$ cat src/rtl/ir_cmd_pkg.sv
// Shared types and constants for the IR command framer: FSM states, NEC field
// positions and the packet checksum rule.
package ir_cmd_pkg;

  typedef enum logic [1:0] {
    ST_IDLE    = 2'd0,
    ST_SYNC    = 2'd1,
    ST_PAYLOAD = 2'd2,
    ST_CSUM    = 2'd3
  } state_e;

  localparam int KEY_LSB = 16;
  localparam int INV_LSB = 24;

  localparam logic [7:0] SYNC_DEFAULT = 8'hA5;

  function automatic logic [7:0] pkt_csum(input logic [7:0] sync, input logic [7:0] payload);
    return sync ^ payload;
  endfunction

endpackage

$ cat src/rtl/ir_cmd_framer_if.sv
// Byte stream from the framer to the UART transmitter (valid/ready handshake).
interface ir_cmd_framer_if;
  logic [7:0] tx_data;
  logic       tx_valid;
  logic       tx_ready;

  modport master (output tx_data, output tx_valid, input tx_ready);
  modport slave  (input tx_data, input tx_valid, output tx_ready);
endinterface

$ cat src/rtl/cmd_fifo.sv
// Synchronous FIFO with a registered occupancy count; a push into a full FIFO
// still lands when a pop happens in the same cycle.
module cmd_fifo #(
  parameter  int WIDTH = 8,
  parameter  int DEPTH = 8,
  localparam int AW    = $clog2(DEPTH),
  localparam int CW    = $clog2(DEPTH + 1)
) (
  input  logic             clk,
  input  logic             rst_n,
  input  logic             push,
  input  logic [WIDTH-1:0] push_data,
  input  logic             pop,
  output logic [WIDTH-1:0] pop_data,
  output logic             full,
  output logic             empty,
  output logic [CW-1:0]    count
);

  logic [WIDTH-1:0] mem_r [DEPTH];
  logic [AW-1:0]    wr_ptr_r;
  logic [AW-1:0]    rd_ptr_r;
  logic [CW-1:0]    count_r;
  logic             do_push_s;
  logic             do_pop_s;

  assign full      = (count_r == CW'(DEPTH));
  assign empty     = (count_r == {CW{1'b0}});
  assign count     = count_r;
  assign pop_data  = mem_r[rd_ptr_r];
  // A pop on an empty FIFO is ignored, so a same-cycle push+pop there only pushes.
  assign do_pop_s  = pop && !empty;
  assign do_push_s = push && (!full || do_pop_s);

  // Entry storage; contents are only observed after being written.
  always_ff @(posedge clk) begin
    if (do_push_s) begin
      mem_r[wr_ptr_r] <= push_data;
    end
  end

  // Read/write pointers and occupancy count.
  always_ff @(posedge clk or negedge rst_n) begin
    if (!rst_n) begin
      wr_ptr_r <= {AW{1'b0}};
      rd_ptr_r <= {AW{1'b0}};
      count_r  <= {CW{1'b0}};
    end else begin
      if (do_push_s) begin
        wr_ptr_r <= wr_ptr_r + AW'(1);
      end
      if (do_pop_s) begin
        rd_ptr_r <= rd_ptr_r + AW'(1);
      end
      case ({do_push_s, do_pop_s})
        2'b10:   count_r <= count_r + CW'(1);
        2'b01:   count_r <= count_r - CW'(1);
        default: count_r <= count_r;
      endcase
    end
  end

endmodule

$ cat src/rtl/ir_cmd_framer.sv
// Turns decoded NEC IR frames into SYNC/PAYLOAD/CHECKSUM byte packets with key
// filtering, repeat suppression, a command FIFO and an idle keepalive resend.
module ir_cmd_framer
  import ir_cmd_pkg::*;
#(
  parameter  int                  CMD_W         = 4,
  parameter  logic [2**CMD_W-1:0] KEY_MASK      = 16'h03FF,
  parameter  int                  DEPTH         = 8,
  parameter  int                  HOLDOFF_CYC   = 12_500_000,
  parameter  int                  KEEPALIVE_CYC = 25_000_000,
  parameter  logic [7:0]          SYNC_BYTE     = SYNC_DEFAULT,
  localparam int                  MODE_W        = 8 - CMD_W,
  localparam int                  LVL_W         = $clog2(DEPTH + 1),
  localparam int                  HW            = (HOLDOFF_CYC > 0) ? $clog2(HOLDOFF_CYC + 1) : 1,
  localparam int                  KW            = (KEEPALIVE_CYC > 0) ? $clog2(KEEPALIVE_CYC + 1) : 1
) (
  input  logic                iCLK,
  input  logic                iRST_n,
  input  logic                iDATA_READY,
  input  logic [31:0]         iDATA,
  input  logic [MODE_W-1:0]   iMODE,
  ir_cmd_framer_if.master     tx,
  output logic [LVL_W-1:0]    oFIFO_LEVEL,
  output logic                oOVERFLOW,
  output logic [7:0]          oLAST_CMD
);

  logic [7:0]       key_s;
  logic [7:0]       inv_s;
  logic             frame_ok_s;
  logic             unused_s;
  logic             dec_valid_r;
  logic [CMD_W-1:0] dec_key_r;
  logic [CMD_W-1:0] last_key_r;
  logic [HW-1:0]    holdoff_r;
  logic             suppress_s;
  logic             accept_s;
  logic             overflow_r;
  logic             fifo_pop_s;
  logic [7:0]       fifo_dout_s;
  logic             fifo_full_s;
  logic             fifo_empty_s;
  state_e           state_r;
  state_e           state_n;
  logic [7:0]       payload_r;
  logic [7:0]       payload_n;
  logic [7:0]       tx_data_r;
  logic [7:0]       tx_data_n;
  logic             tx_valid_r;
  logic [7:0]       last_cmd_r;
  logic             have_last_r;
  logic             done_s;
  logic [KW-1:0]    idle_cnt_r;
  logic             ka_fire_s;

  assign key_s      = iDATA[KEY_LSB +: 8];
  assign inv_s      = iDATA[INV_LSB +: 8];
  assign frame_ok_s = (inv_s == ~key_s) && (int'(key_s) < (2 ** CMD_W))
                      && KEY_MASK[key_s[CMD_W-1:0]];
  assign unused_s   = ^iDATA[KEY_LSB-1:0];

  // Decode stage: the frame check result lands one cycle after the strobe.
  always_ff @(posedge iCLK or negedge iRST_n) begin
    if (!iRST_n) begin
      dec_valid_r <= 1'b0;
      dec_key_r   <= {CMD_W{1'b0}};
    end else begin
      dec_valid_r <= iDATA_READY && frame_ok_s;
      dec_key_r   <= key_s[CMD_W-1:0];
    end
  end

  // Holdoff restarts on every valid frame, so a held button never re-fires.
  assign suppress_s = dec_valid_r && (dec_key_r == last_key_r) && (holdoff_r != {HW{1'b0}});
  assign accept_s   = dec_valid_r && !suppress_s;

  // Repeat-suppression window and last accepted key.
  always_ff @(posedge iCLK or negedge iRST_n) begin
    if (!iRST_n) begin
      holdoff_r  <= {HW{1'b0}};
      last_key_r <= {CMD_W{1'b0}};
    end else begin
      if (dec_valid_r) begin
        holdoff_r <= HW'(HOLDOFF_CYC);
      end else if (holdoff_r != {HW{1'b0}}) begin
        holdoff_r <= holdoff_r - HW'(1);
      end
      if (accept_s) begin
        last_key_r <= dec_key_r;
      end
    end
  end

  cmd_fifo #(
    .WIDTH (8),
    .DEPTH (DEPTH)
  ) u_fifo (
    .clk       (iCLK),
    .rst_n     (iRST_n),
    .push      (accept_s),
    .push_data ({iMODE, dec_key_r}),
    .pop       (fifo_pop_s),
    .pop_data  (fifo_dout_s),
    .full      (fifo_full_s),
    .empty     (fifo_empty_s),
    .count     (oFIFO_LEVEL)
  );

  // Sticky drop flag for pushes that found the FIFO full with no pop.
  always_ff @(posedge iCLK or negedge iRST_n) begin
    if (!iRST_n) begin
      overflow_r <= 1'b0;
    end else if (accept_s && fifo_full_s && !fifo_pop_s) begin
      overflow_r <= 1'b1;
    end else begin
      overflow_r <= overflow_r;
    end
  end

  assign ka_fire_s = (KEEPALIVE_CYC != 0) && have_last_r
                     && (idle_cnt_r == KW'(KEEPALIVE_CYC));

  // Packet FSM next-state, FIFO pop and completion strobe.
  always_comb begin
    state_n    = state_r;
    payload_n  = payload_r;
    fifo_pop_s = 1'b0;
    done_s     = 1'b0;
    case (state_r)
      ST_IDLE: begin
        if (!fifo_empty_s) begin
          fifo_pop_s = 1'b1;
          payload_n  = fifo_dout_s;
          state_n    = ST_SYNC;
        end else if (ka_fire_s) begin
          payload_n  = last_cmd_r;
          state_n    = ST_SYNC;
        end else begin
          state_n    = ST_IDLE;
        end
      end
      ST_SYNC: begin
        if (tx.tx_ready) state_n = ST_PAYLOAD;
        else             state_n = ST_SYNC;
      end
      ST_PAYLOAD: begin
        if (tx.tx_ready) state_n = ST_CSUM;
        else             state_n = ST_PAYLOAD;
      end
      ST_CSUM: begin
        if (tx.tx_ready) begin
          state_n = ST_IDLE;
          done_s  = 1'b1;
        end else begin
          state_n = ST_CSUM;
        end
      end
      default: state_n = ST_IDLE;
    endcase
  end

  // Output byte is computed from the next state so data/valid leave registers.
  always_comb begin
    tx_data_n = 8'h00;
    case (state_n)
      ST_SYNC:    tx_data_n = SYNC_BYTE;
      ST_PAYLOAD: tx_data_n = payload_n;
      ST_CSUM:    tx_data_n = pkt_csum(SYNC_BYTE, payload_n);
      default:    tx_data_n = 8'h00;
    endcase
  end

  // FSM state, payload and registered stream outputs.
  always_ff @(posedge iCLK or negedge iRST_n) begin
    if (!iRST_n) begin
      state_r     <= ST_IDLE;
      payload_r   <= 8'h00;
      tx_data_r   <= 8'h00;
      tx_valid_r  <= 1'b0;
      last_cmd_r  <= 8'h00;
      have_last_r <= 1'b0;
    end else begin
      state_r    <= state_n;
      payload_r  <= payload_n;
      tx_data_r  <= tx_data_n;
      tx_valid_r <= (state_n != ST_IDLE);
      if (done_s) begin
        last_cmd_r  <= payload_r;
        have_last_r <= 1'b1;
      end
    end
  end

  // Idle counter: runs only while idle with nothing queued, zero elsewhere.
  always_ff @(posedge iCLK or negedge iRST_n) begin
    if (!iRST_n) begin
      idle_cnt_r <= {KW{1'b0}};
    end else if ((state_r != ST_IDLE) || (state_n != ST_IDLE)) begin
      idle_cnt_r <= {KW{1'b0}};
    end else if (fifo_empty_s && (idle_cnt_r != KW'(KEEPALIVE_CYC))) begin
      idle_cnt_r <= idle_cnt_r + KW'(1);
    end else begin
      idle_cnt_r <= idle_cnt_r;
    end
  end

  assign tx.tx_data  = tx_data_r;
  assign tx.tx_valid = tx_valid_r;
  assign oOVERFLOW   = overflow_r;
  assign oLAST_CMD   = last_cmd_r;

endmodule

$ cat src/flat_wrapper.sv
// flat-port wrapper written by rule: the top's interface ports become plain ports
module ir_cmd_framer_flat import ir_cmd_pkg::*;
#(
  parameter  int                  CMD_W         = 4,
  parameter  logic [2**CMD_W-1:0] KEY_MASK      = 16'h03FF,
  parameter  int                  DEPTH         = 8,
  parameter  int                  HOLDOFF_CYC   = 12_500_000,
  parameter  int                  KEEPALIVE_CYC = 25_000_000,
  parameter  logic [7:0]          SYNC_BYTE     = SYNC_DEFAULT,
  localparam int                  MODE_W        = 8 - CMD_W,
  localparam int                  LVL_W         = $clog2(DEPTH + 1),
  localparam int                  HW            = (HOLDOFF_CYC > 0) ? $clog2(HOLDOFF_CYC + 1) : 1,
  localparam int                  KW            = (KEEPALIVE_CYC > 0) ? $clog2(KEEPALIVE_CYC + 1) : 1
)
  (iCLK, iRST_n, iDATA_READY, iDATA, iMODE, oFIFO_LEVEL, oOVERFLOW, oLAST_CMD, tx_tx_data, tx_tx_valid, tx_tx_ready);
  ir_cmd_framer_if tx_i ();
  input  logic iCLK;
  input  logic iRST_n;
  input  logic iDATA_READY;
  input  logic [31:0] iDATA;
  input  logic [MODE_W-1:0] iMODE;
  output logic [LVL_W-1:0] oFIFO_LEVEL;
  output logic oOVERFLOW;
  output logic [7:0] oLAST_CMD;
  output wire logic [$bits(tx_i.tx_data)-1:0] tx_tx_data;
  output wire logic [$bits(tx_i.tx_valid)-1:0] tx_tx_valid;
  input wire logic [$bits(tx_i.tx_ready)-1:0] tx_tx_ready;
  assign tx_tx_data = tx_i.tx_data;
  assign tx_tx_valid = tx_i.tx_valid;
  assign tx_i.tx_ready = tx_tx_ready;
  ir_cmd_framer #(.CMD_W(CMD_W), .KEY_MASK(KEY_MASK), .DEPTH(DEPTH), .HOLDOFF_CYC(HOLDOFF_CYC), .KEEPALIVE_CYC(KEEPALIVE_CYC), .SYNC_BYTE(SYNC_BYTE)) u_core (.iCLK(iCLK), .iRST_n(iRST_n), .iDATA_READY(iDATA_READY), .iDATA(iDATA), .iMODE(iMODE), .tx(tx_i), .oFIFO_LEVEL(oFIFO_LEVEL), .oOVERFLOW(oOVERFLOW), .oLAST_CMD(oLAST_CMD));
endmodule
$ cat config.mk
export PLATFORM = sky130hd
export DESIGN_NAME = ir_cmd_framer_flat
export DESIGN_NICKNAME = d
export VERILOG_FILES = /design/src/rtl/ir_cmd_pkg.sv /design/src/rtl/ir_cmd_framer_if.sv /design/src/rtl/cmd_fifo.sv /design/src/rtl/ir_cmd_framer.sv /design/src/flat_wrapper.sv
export SDC_FILE = /design/constraint.sdc
export NUM_CORES = 1
export LEC_CHECK = 0
export BUFFER_PORTS_ARGS = -buffer_cell sky130_fd_sc_hd__buf_4
export CAP_MARGIN = 20
export CORE_MARGIN = 2
export CORE_UTILIZATION = 54
export DETAILED_ROUTE_END_ITERATION = 10
export HOLD_SLACK_MARGIN = 0.05
export MAX_ROUTING_LAYER = met4
export PLACE_DENSITY = 0.76
export SYNTH_ARGS = -nofsm -noshare
export SYNTH_HDL_FRONTEND = slang
export SYNTH_SLANG_ARGS = --single-unit
$ cat constraint.sdc
create_clock -name iCLK -period 3.21 [get_ports iCLK]
set_input_delay 0.321 -clock iCLK [delete_from_list [all_inputs] [get_ports iCLK]]
set_output_delay 0.321 -clock iCLK [all_outputs]
set_load 0.01 [all_outputs]
Word level (Yosys, flattened, before mapping) --
Memories as Yosys holds them, arrays and structs flattened. Cells that the tools add are included.
Word-level totals: output and inout bits 22, word-level logic and storage cells 88, memories kept 2, bits in registers 97, ROM bits 16, bits in writable memories 64, input port bits 40
Memory list:
- u_core.u_fifo.mem_r | words 8, width 8, rd ports 1, clocked after Yosys merged registers in 0, write ports 1, line cmd_fifo.sv:20 | logic [WIDTH-1:0] mem_r [DEPTH];
- (no name shown) | words 16, width 1, rd ports 1, clocked after Yosys merged registers in 0, write ports 0, line ir_cmd_framer.sv:59 | && KEY_MASK[key_s[CMD_W-1:0]];
Operators by class: equality and inequality tests 13, bitwise operators 2, order comparisons 2, muxes and demuxes 22, reduce and logical (&&, ||, !) cells 26, $add $sub $neg 6
Operators with widths (number):
- $mux W25 | 2
- $mux W24 | 2
- $add A25 B1 Y25 const B | 1
- $eq A25 B25 Y1 const B | 1
- $ne A25 B25 Y1 const B | 1
- $mux W8 | 3
- $pmux W8 S3 | 1
- $reduce_bool A24 Y1 | 1
- $sub A24 B1 Y24 const B | 1
- $logic_and A1 B1 Y1 | 12
- $eq A2 B2 Y1 const B | 5
- $reduce_bool A2 Y1 | 5
- $mux W1 | 9
- $eq A8 B8 Y1 | 1
- $lt A8 B5 Y1 const B | 1
- $not A8 Y8 | 1
- $pmux W2 S4 | 1
- $pmux W4 S2 | 1
- $add A3 B1 Y3 const B | 2
- $eq A2 B1 Y1 const B | 3
- $mux W2 | 3
- $lt A4 B5 Y1 const B | 1
- $add A4 B1 Y4 const B | 1
- $eq A4 B4 Y1 | 1
- 7 further kinds | 11

Longest topological paths before layout --
word-level depth 8, depth in mapped cells 13, mapped depth without buffers 13

By module --
Synthesis repeated with hierarchy kept, for this count alone.
Unflattened totals: cell total of the unflattened synthesis 575, area total of the unflattened synthesis 7452.1 sq um
Modules (own cells, without submodules):
- ir_cmd_framer | instances 1, seq. area each 2177.1 sq um, area an instance 4329.2 sq um, cells an instance 416
- cmd_fifo | instances 1, seq. area each 2172.1 sq um, area an instance 3123.0 sq um, cells an instance 159

Worst setup path before layout --
OpenSTA, ideal clock, no wires.
kind register -> register, start point reg u_core.holdoff_r[11], end point reg u_core.u_fifo.count_r[3], in the netlist u_core.u_fifo.count[3], period minus slack after synthesis 3.234 ns, data arrival time 3.107 ns, slack -0.024 ns, stages on the path, launching flop included 13, buffers on the path 1, setup time 0.128 ns, required time 3.082 ns, cells stage by stage dfrtp_1 > or4_4 > or3_1 > buf_2 > o41ai_4 > nand2b_1 > inv_1 > ha_1 > a21o_1 > a21oi_1 > and2_1 > mux2i_1 > xnor2_1
Between the ends: longest elaborated chain between the ends 7, elaborated cells between the ends (all ways) 9, classes of those cells eq/ne: 2; mux: 1; reduce/logical: 6
RTL lines:
- start: declaration | line ir_cmd_framer.sv:35 | logic [HW-1:0] holdoff_r;
- start signal: assignment | line ir_cmd_framer.sv:80 | holdoff_r <= {HW{1'b0}};
- start signal: assignment | line ir_cmd_framer.sv:84 | holdoff_r <= HW'(HOLDOFF_CYC);
- start signal: assignment | line ir_cmd_framer.sv:86 | holdoff_r <= holdoff_r - HW'(1);
- $reduce_bool A24 Y1 * | line ir_cmd_framer.sv:74 | assign suppress_s = dec_valid_r && (dec_key_r == last_key_r) && (holdoff_r != {HW{1'b0}});
- $logic_and A1 B1 Y1 * | line ir_cmd_framer.sv:74
- $logic_not A1 Y1 * | line ir_cmd_framer.sv:75 | assign accept_s = dec_valid_r && !suppress_s;
- $logic_and A1 B1 Y1 * | line ir_cmd_framer.sv:75
- $logic_and A1 B1 Y1 * | line cmd_fifo.sv:33 | assign do_push_s = push && (!full || do_pop_s);
- $eq A2 B1 Y1 / $eq A2 B2 Y1 (equally long branches) | line cmd_fifo.sv:55 | case ({do_push_s, do_pop_s})
- $pmux W4 S2 / $reduce_bool A2 Y1 (equally long branches)
- end signal: assignment | line cmd_fifo.sv:56 | 2'b10: count_r <= count_r + CW'(1);
- end signal: assignment | line cmd_fifo.sv:57 | 2'b01: count_r <= count_r - CW'(1);
- end signal: assignment | line cmd_fifo.sv:58 | default: count_r <= count_r;
- end: declaration | line cmd_fifo.sv:23 | logic [CW-1:0] count_r;
Every way passes the cells marked *; elsewhere a longest branch is shown, timed or not. A chain may end at the register's enable or synchronous reset.

Worst setup path in the final report --
Same ends and word-level chain as after synthesis.

==> reports/metrics.yaml <==
run_status:
  status: "finished clean"
global_routing:
  grt_pass1_vias: 5060
  grt_pass1_wl_um: 24920
  grt_overflow: 0
  grt_usage_pct: 22.87
  antenna_found_initial: 0
  grt_max_degree: 49
clocking:
  ctsLongestPathBuffers: 2
  cts_buffers: 17
  cts.htree.levels: 4
  cts_tree: "yes"
  clk_pin_slew_worst_paths_ps: 60
  clock_sinks: 161
  cts_root_buf: "clkbuf_16"
  clock_latency_ps: 430
route:
  final_antenna_net_count: 0
  drc_errors: 0
  via_per_inst: 5.901
  num_vias: 4945
  drtIter0Drc: 430
  drt-total-wl_um: 14940
  first_pass_iters: 4
  wire_per_inst_um: 17.83
place:
  numPortBuffers: 45
  dp_hpwl_um: 9918
  place_congestion: 0.8407
  dpl_worst_slack_ps: 170.0
critical_path:
  required_ps: 3520
  worstPathArrival_ps: 3330
  worstSetupStartpointType: "flip-flop"
  cp-end-kind: "flip-flop"
  crit_fanout: 7
  path_class: "reg -> reg"
flow_run:
  maxCapViolations: 0
synthesis:
  synth_area_leaders: "dfrtp_1, edfxtp_1, mux4_2"
  synth_cells: 579
  synth_edf_count: 64
  synth_area_mm2: 0.007322
  synthFlopType: "dfrtp_1"
  ys_ff_latch: 161
  synth_warnings: 0
  synth_top_area_cell: "dfrtp_1"
  yosysTopAreaCellShare_pct: 33.15
  avgSynthCellArea_um2: 12.65
  ys_types: 53
  ys_async_sr_fraction_pct: 60.25
  synth-seq-area-share_pct: 59.40
  synthesis.nets: 627
die:
  core_mm2: 0.01324
  placementRows: 42
  die_h_um: 120.4
  die_width_um: 120.4
  initial_utilization_pct: 55.29
  design.die.area_mm2: 0.01451
  io_pins: 62
cells_and_area:
  layout_commonest_cell: "dfrtp_1"
  register_area_mm2: 0.004350
  fill_cells: 989
  multi_input_area_mm2: 0.002849
  n_antenna_cell: 0
  area_growth_pct: 17.99
  layout-drive-gt1-share_pct: 22.21
  layout_common_cells: "dfrtp_1, buf_4, edfxtp_1"
  fin_nets: 697
sta:
  skew_ps: 9.915
  max_freq_mhz: 330.9
  setup_violations: 0
  period_share_pct: 94.14
  maxSlewViolCount: 0
  slew_headroom_pct: 47.82
  worst_pin_slew_ps: 776.7
  finalHoldViolations: 0
  fin_crit_ps: 3022
  layout_setup_ws_ps: 188.1
power_and_ir_drop:
  p_per_area_mw_per_mm2: 796.0
  vdd_ir_drop_max_uv: 527.6
  leakagePower_nw: 3.418
  p_total_w: 0.006877
min_path:
  hp-class: "in -> reg"
kinds of logic after synthesis:
kind of cell | after synthesis | synth area share [%]
AND/OR/NAND/NOR | 189 | 14.25
multiplexers | 43 | 8.869
XOR/XNOR | 41 | 4.904
AO/OA/AOI/OAI | 98 | 9.074
adder cells (fa/ha/maj) | 8 | 1.470
buffers and inverters | 39 | 2.033
flip-flops | 161 | 59.40
through the flow:
step	instance area, um2	hold WS (ps)	util [%]	cells	setup TNS, ps
floorplan	7322	25.41	-	579	0
global placement	7981	359.7	60.27	801	0
detailed placement	7981	362.2	60.27	801	0
CTS	8620	114.7	65.09	838	0
global route	8640	126.1	65.24	838	-7.418
finish	8640	126.0	65.24	838	0
cell usage after synthesis (3+ instances only):
library cell / n
nand2b_1: 6
and2_1: 5
or4_1: 8
dfrtp_1: 97
or3_1: 14
nand3_1: 14
mux2_2: 15
mux2i_1: 12
nor2_1: 49
edfxtp_1: 64
clkbuf_1: 20
o211ai_1: 6
mux4_2: 16
and4_1: 4
and3_1: 6
or3b_2: 4
a22oi_1: 4
o31ai_1: 4
o311ai_0: 5
nor4_1: 6
o21ai_0: 26
o21a_1: 5
o2111ai_1: 8
nor2b_1: 7
nor4b_1: 3
a21oi_1: 21
nand4b_1: 3
nand2_1: 25
ha_1: 7
nand4_1: 5
or2_2: 3
xor2_1: 25
o2bb2ai_1: 8
nor3_1: 17
xnor2_1: 16
nand3b_1: 3
inv_1: 15
power breakdown:
part	internal [W]	total [W]	switching, W
combinational	0.000989	0.00193	0.000943
clock	0.00123	0.00201	0.000780
sequential	0.00250	0.00293	0.000433
registers in the layout, summed over array words and instances (netlist names):
register,count
u_core.state_r,2
u_core.idle_cnt_r,25
u_core.dec_key_r,4
u_core.holdoff_r,24
u_core.have_last_r,1
u_core.oLAST_CMD,8
u_core.u_fifo.mem_r,64
u_core.payload_r,8
u_core.last_key_r,4
u_core.dec_valid_r,1
u_core.tx.tx_data,8
u_core.tx.tx_valid,1
u_core.oOVERFLOW,1
u_core.u_fifo.count,4
u_core.u_fifo.wr_ptr_r,3
u_core.u_fifo.rd_ptr_r,3
routing by layer:
metal / global-route usage (%) / routed length, um / part of all wire, % / vias to the layer above
met5: - / 0 / 0 / -
met1: 27.71 / 6364 / 43 / 2469
met3: 5.802 / 690 / 4.6 / 29
li1: - / - / - / 2310
met4: 7.049 / 284 / 1.9 / 0
met2: 38.06 / 7601 / 51 / 137
cell type report:
cell class / instances / area share (%)
clock buffers: 21 / 5.214
clock inverters: 11 / 1.593
inverters: 15 / 0.6517
multi-input cells: 379 / 32.98
flip-flops and latches: 161 / 50.35
well taps: 176 / 2.549
repair buffers: 75 / 6.662
worst paths after layout:
kind / startpoint / to / slack (ps) / cells past startpoint
setup / recovery: u_core.holdoff_r[11] / u_core.u_fifo.count[3] / 190 / 11
hold / removal: iMODE[2] / u_core.u_fifo.mem_r[7][6] / 130 / 1
setup reg to reg: u_core.holdoff_r[11] / u_core.u_fifo.count[3] / 190 / 11
hold reg to reg: u_core.have_last_r / u_core.have_last_r / 510 / 2
max in group asynchronous: iRST_n / u_core.holdoff_r[11] / 1970 / 3
min in group asynchronous: iRST_n / u_core.tx.tx_data[1] / 450 / 2
worst max-delay path, stage by stage (launching register included):
cell and delay [ps]:
dfrtp_2 430, or4_4 570, or3_4 410, o41ai_4 260, nand2b_4 200, inv_1 60, ha_1 270, a21o_1 180
a21oi_1 180, and2_1 150, mux2i_1 70, xnor2_1 130
what timing repair did:
action,CTS,global route
hold endpoints to repair,50,0
hold buffers,5,0
resized for setup,0,4
endpoints found under the setup margin,0,1
setup buffers,0,0
No activity file was read; power rests on OpenSTA's default activity.
